<file path="config.mk">
export PLATFORM = sky130hd
export DESIGN_NAME = bolme_denetleyici
export DESIGN_NICKNAME = d
export VERILOG_FILES = /design/src/rtl/bolme_pkg.sv /design/src/rtl/bolme_onbellegi.sv /design/src/rtl/bolme_denetleyici.sv
export SDC_FILE = /design/constraint.sdc
export NUM_CORES = 1
export LEC_CHECK = 0
export CORE_MARGIN = 2
export CORE_UTILIZATION = 41
export CTS_CLUSTER_SIZE = 28
export DETAILED_ROUTE_END_ITERATION = 16
export GPL_TIMING_DRIVEN = 0
export PLACE_DENSITY = 0.89
export SLEW_MARGIN = 40
export SYNTH_ARGS = -nofsm -noshare
export SYNTH_HDL_FRONTEND = slang
export SYNTH_SLANG_ARGS = --single-unit
</file>
<file path="constraint.sdc">
create_clock -name clk -period 1.6 [get_ports clk]
set_input_delay 0.32 -clock clk [delete_from_list [all_inputs] [get_ports clk]]
set_output_delay 0.32 -clock clk [all_outputs]
set_load 0.02 [all_outputs]
</file>
<file path="src/rtl/bolme_pkg.sv">
// Shared types and constants for the divider initiator (bolme_denetleyici).
package bolme_pkg;

  typedef enum logic [1:0] {
    ISLEM_DIV  = 2'b00,
    ISLEM_DIVU = 2'b01,
    ISLEM_REM  = 2'b10,
    ISLEM_REMU = 2'b11
  } islem_t;

  typedef enum logic [2:0] {
    DRENAJ,
    BOS,
    BASLAT,
    BEKLE,
    SONUC
  } durum_t;

  localparam int          DRENAJ_SURESI_VARSAYILAN = 19;
  localparam logic [31:0] EN_KUCUK_ISARETLI        = 32'h8000_0000;

  typedef struct packed {
    logic [31:0] a;
    logic [31:0] b;
    logic        isaretli;
    logic        kalan_sec;
  } istek_t;

  function automatic logic tasma(input logic isaretli, input logic [31:0] a, input logic [31:0] b);
    return isaretli && (a == EN_KUCUK_ISARETLI) && (b == 32'hFFFF_FFFF);
  endfunction

endpackage

</file>
<file path="src/rtl/bolme_onbellegi.sv">
// One-entry result cache: remembers the last divider result keyed on {a, b, signedness}.
module bolme_onbellegi
  import bolme_pkg::*;
(
  input  logic        clk,
  input  logic        rst,
  input  logic        yaz,
  input  logic [31:0] yaz_a,
  input  logic [31:0] yaz_b,
  input  logic        yaz_isaretli,
  input  logic [31:0] yaz_bolum,
  input  logic [31:0] yaz_kalan,
  input  logic [31:0] sor_a,
  input  logic [31:0] sor_b,
  input  logic        sor_isaretli,
  output logic        isabet,
  output logic [31:0] bolum,
  output logic [31:0] kalan
);

  logic        gecerli;
  logic [31:0] a_q, b_q;
  logic        isaretli_q;

  always_ff @(posedge clk) begin
    if (rst) gecerli <= 1'b0;
    else if (yaz) gecerli <= 1'b1;
  end

  // Payload needs no reset: it is only observed through gecerli.
  always_ff @(posedge clk) begin
    if (yaz) begin
      a_q        <= yaz_a;
      b_q        <= yaz_b;
      isaretli_q <= yaz_isaretli;
      bolum      <= yaz_bolum;
      kalan      <= yaz_kalan;
    end
  end

  assign isabet = gecerli && (a_q == sor_a) && (b_q == sor_b) && (isaretli_q == sor_isaretli);

endmodule

</file>
<file path="src/rtl/bolme_denetleyici.sv">
// RV32M divide initiator for iki_bit_adimli_bolucu: decode, flags, start pulse, result hold.
// Optional one-entry result cache enabled by defining BOLME_ONBELLEK_EN.
module bolme_denetleyici
  import bolme_pkg::*;
#(
  parameter int DRENAJ_SURESI = DRENAJ_SURESI_VARSAYILAN
) (
  input  logic        clk,
  input  logic        rst,
  input  logic        istek_gecerli,
  output logic        istek_hazir,
  input  logic [1:0]  islem,
  input  logic [31:0] kaynak1,
  input  logic [31:0] kaynak2,
  output logic [31:0] sonuc,
  output logic        sonuc_gecerli,
  input  logic        sonuc_hazir,
  output logic [31:0] bolucu_a,
  output logic [31:0] bolucu_b,
  output logic        bolucu_istek,
  output logic        bolucu_isaretli,
  output logic        bolucu_overflow,
  output logic        bolucu_divbyzero,
  input  logic [31:0] bolucu_bolum,
  input  logic [31:0] bolucu_kalan,
  input  logic        bolucu_bitti
);

  localparam int SAYAC_W = $clog2(DRENAJ_SURESI + 2);

  durum_t             durum, durum_sonraki;
  logic [SAYAC_W-1:0] sayac;
  istek_t             ist;
  logic               ovf_q, dbz_q;
  logic [31:0]        sonuc_q;

  islem_t      op;
  logic        op_isaretli;
  logic        isabet;
  logic [31:0] ob_bolum, ob_kalan;
  logic        bitti_al;

  assign op          = islem_t'(islem);
  assign op_isaretli = (op == ISLEM_DIV) || (op == ISLEM_REM);
  assign bitti_al    = (durum == BEKLE) && bolucu_bitti;

`ifdef BOLME_ONBELLEK_EN
  bolme_onbellegi u_onbellek (
    .clk          (clk),
    .rst          (rst),
    .yaz          (bitti_al),
    .yaz_a        (ist.a),
    .yaz_b        (ist.b),
    .yaz_isaretli (ist.isaretli),
    .yaz_bolum    (bolucu_bolum),
    .yaz_kalan    (bolucu_kalan),
    .sor_a        (kaynak1),
    .sor_b        (kaynak2),
    .sor_isaretli (op_isaretli),
    .isabet       (isabet),
    .bolum        (ob_bolum),
    .kalan        (ob_kalan)
  );
`else
  assign isabet   = 1'b0;
  assign ob_bolum = '0;
  assign ob_kalan = '0;
`endif

  always_ff @(posedge clk) begin
    if (rst) durum <= DRENAJ;
    else     durum <= durum_sonraki;
  end

  always_comb begin
    durum_sonraki = durum;
    unique case (durum)
      DRENAJ: if (sayac == '0) durum_sonraki = BOS;
      BOS:    if (istek_gecerli) durum_sonraki = isabet ? SONUC : BASLAT;
      BASLAT: durum_sonraki = BEKLE;
      BEKLE:  if (bolucu_bitti) durum_sonraki = SONUC;
      SONUC:  if (sonuc_hazir) durum_sonraki = BOS;
      default: durum_sonraki = DRENAJ;
    endcase
  end

  always_comb begin
    istek_hazir   = 1'b0;
    bolucu_istek  = 1'b0;
    sonuc_gecerli = 1'b0;
    unique case (durum)
      BOS:     istek_hazir   = 1'b1;
      BASLAT:  bolucu_istek  = 1'b1;
      SONUC:   sonuc_gecerli = 1'b1;
      default: ;
    endcase
  end

  // Operands and flags are captured once at accept and stay put until the next
  // accept, so the divider sees stable inputs through its final re-read.
  always_ff @(posedge clk) begin
    if (rst) begin
      sayac   <= SAYAC_W'(DRENAJ_SURESI);
      ist     <= '0;
      ovf_q   <= 1'b0;
      dbz_q   <= 1'b0;
      sonuc_q <= '0;
    end else begin
      if (durum == DRENAJ && sayac != '0) sayac <= sayac - 1'b1;
      if (durum == BOS && istek_gecerli) begin
        ist   <= '{a: kaynak1, b: kaynak2, isaretli: op_isaretli, kalan_sec: islem[1]};
        ovf_q <= tasma(op_isaretli, kaynak1, kaynak2);
        dbz_q <= (kaynak2 == '0);
        if (isabet) sonuc_q <= islem[1] ? ob_kalan : ob_bolum;
      end
      if (bitti_al) sonuc_q <= ist.kalan_sec ? bolucu_kalan : bolucu_bolum;
    end
  end

  assign sonuc            = sonuc_q;
  assign bolucu_a         = ist.a;
  assign bolucu_b         = ist.b;
  assign bolucu_isaretli  = ist.isaretli;
  assign bolucu_overflow  = ovf_q;
  assign bolucu_divbyzero = dbz_q;

endmodule

</file>
Word level (Yosys, flattened, before mapping)
Index checks and enable logic that the tools add are counted.
{ "op_classes": {"addsub": 1, "eq_ne": 11, "n_mux": 9, "reduce_logical": 12} }
{ "ops": {"columns": ["cell", "n"], "rows": [
  ["$eq 32x32->1 const B", 2],
  ["$logic_not 32->1", 1],
  ["$mux 32", 1],
  ["$pmux 3 s5", 1],
  ["$mux 3", 4],
  ["$ne 2x2->1 const B", 4],
  ["$eq 3x2->1 const B", 2],
  ["$logic_and 1x1->1", 5],
  ["$logic_not 5->1", 1],
  ["$reduce_bool 5->1", 1],
  ["$sub 5x1->5 const B", 1],
  ["$reduce_and 4->1", 1],
  ["$eq 3x1->1 const B", 1],
  ["$eq 3x3->1 const B", 1],
  ["$logic_not 3->1", 1],
  ["$mux 1", 3],
  ["$eq 2x2->1 const B", 1],
  ["$logic_not 2->1", 1],
  ["$logic_or 1x1->1", 1]
]} }
{ "word_totals": {"regBits": 108, "in_bits": 135, "output_inout_bits": 102, "word_cells": 42} }

Longest topological paths before layout
{ "depth": {"depth_word": 4, "depth_mapped": 7, "ltp_nobuf": 6} }

Least setup slack after synthesis
Ideal clock, no wire load.
{ "synth_timing": {"path_kind": "flip-flop to flip-flop", "from": "register sayac[0]", "to": "register sayac[1]", "setup_ns": 0.120, "arrival_ns": 1.351, "setup_slack_ns": 0.130, "path_stages_with_launch": 6, "n_path_buf": 0, "synth_period_minus_slack_ns": 1.470, "path_cell_list": "dfxtp_1 > inv_1 > ha_1 > nor4b_2 > or3_1 > a211o_1"} }
{ "synth_between": {"elab_chain_len": 2, "word_cells_on_any_way": 3, "cone_classes": "add/sub (1); reduce/logical (2)"} }
{ "synth_rtl": {"columns": ["element", "line", "source"], "rows": [
  ["from (decl)", "bolme_denetleyici.sv:32", "logic [SAYAC_W-1:0] sayac;"],
  ["from (signal assigned)", "bolme_denetleyici.sv:103", "sayac <= SAYAC_W'(DRENAJ_SURESI);"],
  ["from (signal assigned)", "bolme_denetleyici.sv:109", "if (durum == DRENAJ && sayac != '0) sayac <= sayac - 1'b1;"],
  ["branches (longest 2 deep; another with $sub 5x1->5)", null, null]
]} }
Several ways; the timed one is not identified.
A chain may end at the register's enable or synchronous reset.

Final worst setup path
{ "layout_timing": {"from": "input kaynak1[18]", "to": "register ovf_q (netlist: bolucu_overflow)"} }
{ "layout_between": {"elab_chain_len": 3} }
{ "layout_rtl": {"columns": ["element", "line", "source"], "rows": [
  ["from (decl)", "bolme_denetleyici.sv:13", "input logic [31:0] kaynak1,"],
  ["$eq 32x32->1", "bolme_pkg.sv:30", "return isaretli && (a == EN_KUCUK_ISARETLI) && (b == 32'hFFFF_FFFF);"],
  ["$logic_and 1x1->1 (2 in a row)", "bolme_pkg.sv:30", null],
  ["to (signal assigned)", "bolme_denetleyici.sv:112", "ovf_q <= tasma(op_isaretli, kaynak1, kaynak2);"],
  ["to (decl)", "bolme_denetleyici.sv:34", "logic ovf_q, dbz_q;"]
]} }
Every way passes these cells.

==> run_results.csv <==
group,metric,value,unit
worst_hold_path,hp-class,"in2reg",
pwr,p_leak,3.27,nW
yosys,synth-compound-area-share,0.129,
yosys,synth_top_family_by_area,"simple AND/OR/NAND/NOR gates",
pwr,p_int,4.30,mW
floorplan,chipWidth,113,um
pwr,power.share.clock,0.406,
timing,setup_ws,32.0,ps
grt,grt_max_degree,19,
pwr,total_power,5.57,mW
yosys,synth_ff_type,"dfxtp_1",
grt,grt_pass1_wl,23.5,mm
yosys,synthSimpleGateAreaFrac,0.207,
pwr,share_comb_of_total_power,0.104,
timing,grt_setup_unrepaired,"yes",
yosys,yosysTopAreaCell,"dfxtp_1",
worst_setup_path,crit_slowest_cell,"or4_1",
floorplan,pin_count,237,
pwr,ir_drop,0.619,mV
finish,diodes,0,
timing,fin_skew,12.6,ps
placement,routabilityCongestion,0.820,
timing,setup_violations,0,
yosys,synthCells,587,
worst_setup_path,crit_family,"simple AND/OR/NAND/NOR gates",
floorplan,die-area,12700,sq um
timing,fin_crit_sh,0.980,
detailed_routing,firstDrtPassIters,5,
yosys,synth_adder_area_share,0.00516,
yosys,muxShareOfSynthArea,0.0681,
yosys,yosys_warnings,0,
status,status,"finished clean",
worst_setup_path,cp.arrival,1840,ps
detailed_routing,drc_errors,0,
worst_setup_path,critical_path.endpoint_type,"register",
pwr,swShare,0.227,
timing,max_freq,638,MHz
pwr,seq_power_share,0.489,
timing,relSlewSlack,0.609,
yosys,synth_nets,724,
worst_setup_path,max_stage_delay,500,ps
yosys,synth-edff-count,0,
finish,finish.net_count,971,
detailed_routing,viasPerCell,4.95,
detailed_routing,postRouteAntennaNets,0,
pwr,power_density,722,nW/um^2
clock_network,ctsRootBufferMaster,"clkbuf_16",
timing,hold_viol_final,0,
detailed_routing,routedWlPerCell,15.1,um
yosys,synth.area.top_cells,"dfxtp_1 (45%), nand2_1 (11%), buf_4 (10%), a21oi_1 (7.0%), mux2i_1 (6.8%)",
finish,syn2layout_area_growth,59.0,%
detailed_routing,vias,4865,
clock_network,max-clock-path-buffers,2,
timing,tns,0,ps
yosys,synthArstFlopShare,0,
flow_run,max_cap_viol_count,0,
yosys,synthDistinctLibCells,33,
yosys,synth_common_cells,"nand2_1 (136), dfxtp_1 (108), a21oi_1 (68), buf_4 (67), nor2_1 (44)",
worst_setup_path,crit_fanout,2,
floorplan,rows,39,
yosys,synth_top_area_frac,0.446,
floorplan,die_h,113,um
grt,antenna_found_initial,1,
worst_setup_path,crit_chain,"clkdlybuf4s50_1, nor4b_2, nand4_1, or4_1, o21ai_1",
placement,dp_hpwl,11.6,mm
placement,pre_cts_ws,-849,ps
timing,worst_pin_slew,586,ps
yosys,syn_area,4850,sq um
finish,n_fill_cell,994,
timing,report.final.slew_viol_count,0,
grt,track_usage,0.229,
worst_setup_path,cp_num_buf_inv,1,
worst_setup_path,path_class,"in2reg",
clock_network,clock-sinks,108,
clock_network,cts_buffers,9,
floorplan,start_util,0.423,
detailed_routing,wl,14.8,mm
grt,overflow,0,
clock_network,clk_pin_slew_worst_paths,70,ps
yosys,syn_avg_cell_area,8.26,sq um
floorplan,core-area,11500,sq um
grt,first_global_vias,4891,
clock_network,h-tree-depth,3,
yosys,ys_seq_area_frac,0.446,
finish,layout-drive-gt1-share,0.153,
yosys,synth-xor-area-share,0.00542,
detailed_routing,drt_iter0_markers,324,
yosys,synth.most_common_cell,"nand2_1",
worst_setup_path,worstPathRequired,1870,ps
timing,period_needed,1570,ps
pwr,power_switching,1.26,mW
clock_network,clock_latency,340,ps
clock_network,cts_tree,"yes",
placement,numPortBuffers,236,
yosys,ys_seq_elements,108,
clock_network,post-cts-setup-buffer-count,0,
worst_setup_path,start_kind,"input port",
==> cell type report <==
class                           instances  area, sq um  share of cell area
Clock inverter                          6         70.1             0.00909
Sequential cell                       108         2170               0.281
Buffer                                103          712              0.0924
Clock buffer                           10          229              0.0297
Tap cell                              143          179              0.0232
Multi-Input combinational cell        371         2100               0.272
Inverter                                5         18.8             0.00244
Timing Repair Buffer                  236         2230               0.290
==> cell families after synthesis <==
logic type	count (synthesis)
AOI/OAI and AO/OA	106
xor gates and xnor gates	3
adders and majority gates	2
buffers and inverters	108
DFF	108
muxes	33
and+or+nand+nor	227
==> placed cells by master (no fill, tap or decap), types with 3 or more instances in the layout <==
master	n
nand2_1	136
clkdlybuf4s50_1	131
dfxtp_1	105
dlygate4sd2_1	100
buf_4	78
a21oi_1	68
nor2_1	42
mux2i_1	33
a211oi_1	33
clkbuf_2	11
nand4_1	11
clkbuf_1	10
nor4_1	10
clkbuf_16	9
inv_1	5
nand2b_1	3
buf_2	3
clkbuf_4	3
xnor2_1	3
nor4_2	3
or4_1	3
dfxtp_2	3
==> sequential cells by signal (all words and copies together), names as in the netlist <==
signal            cells
bolucu_a             32
bolucu_b             32
sonuc                32
sayac                 5
durum                 3
bolucu_divbyzero      1
bolucu_isaretli       1
bolucu_overflow       1
ist                   1
==> metrics by stage <==
stage	instances	cell area, sq um	hold WS, ps	util
floorplan	587	4850	416	-
global placement	966	7390	437	0.644
detailed placement	966	7390	445	0.644
global route	982	7700	288	0.672
finish	982	7700	286	0.672
CTS	982	7630	405	0.666
==> worst paths after layout <==
path	cells after the start	slack, ps	endpoint	from
worst max-delay path	5	30	bolucu_overflow	kaynak1[18]
worst max register to register	6	40	bolucu_overflow	durum[1]
worst min register to register	2	450	bolucu_divbyzero	bolucu_divbyzero
worst min-delay path	3	290	bolucu_a[24]	kaynak1[24]
==> routing by layer <==
metal  vias up  GRT usage  share of wire
li1       2428          -              -
met5         -          0        0.00034
met4         2     0.0813          0.032
met3        38     0.0605          0.076
met1      2183      0.263           0.40
met2       214      0.410           0.49
==> power by group through the flow <==
stage / combinational, mW / sequential, mW / clock [mW]
after floorplan: 0.149 / 2.78 / 0
after global placement: 0.565 / 2.78 / 0
after detailed placement: 0.571 / 2.78 / 0
after CTS: 0.579 / 2.72 / 2.28
after global routing: 0.628 / 2.73 / 2.38
final: 0.582 / 2.72 / 2.26
==> what timing repair did <==
action / CTS / global route
resized for setup: 133 / 37
endpoints found under the setup margin: 170 / 75
pin swaps: 5 / 2
hold buffers: 0 / 0
hold endpoints to repair: 0 / 0
==> worst reg2reg max path, cell delays in order, from the launching register on <==
cell and delay [ps]:
dfxtp_1 310, buf_4 160, nand4bb_1 250, buf_4 210, nor4_2 300, nand4_1 130
o21ai_1 130
Power figures use the tool's default switching activity.
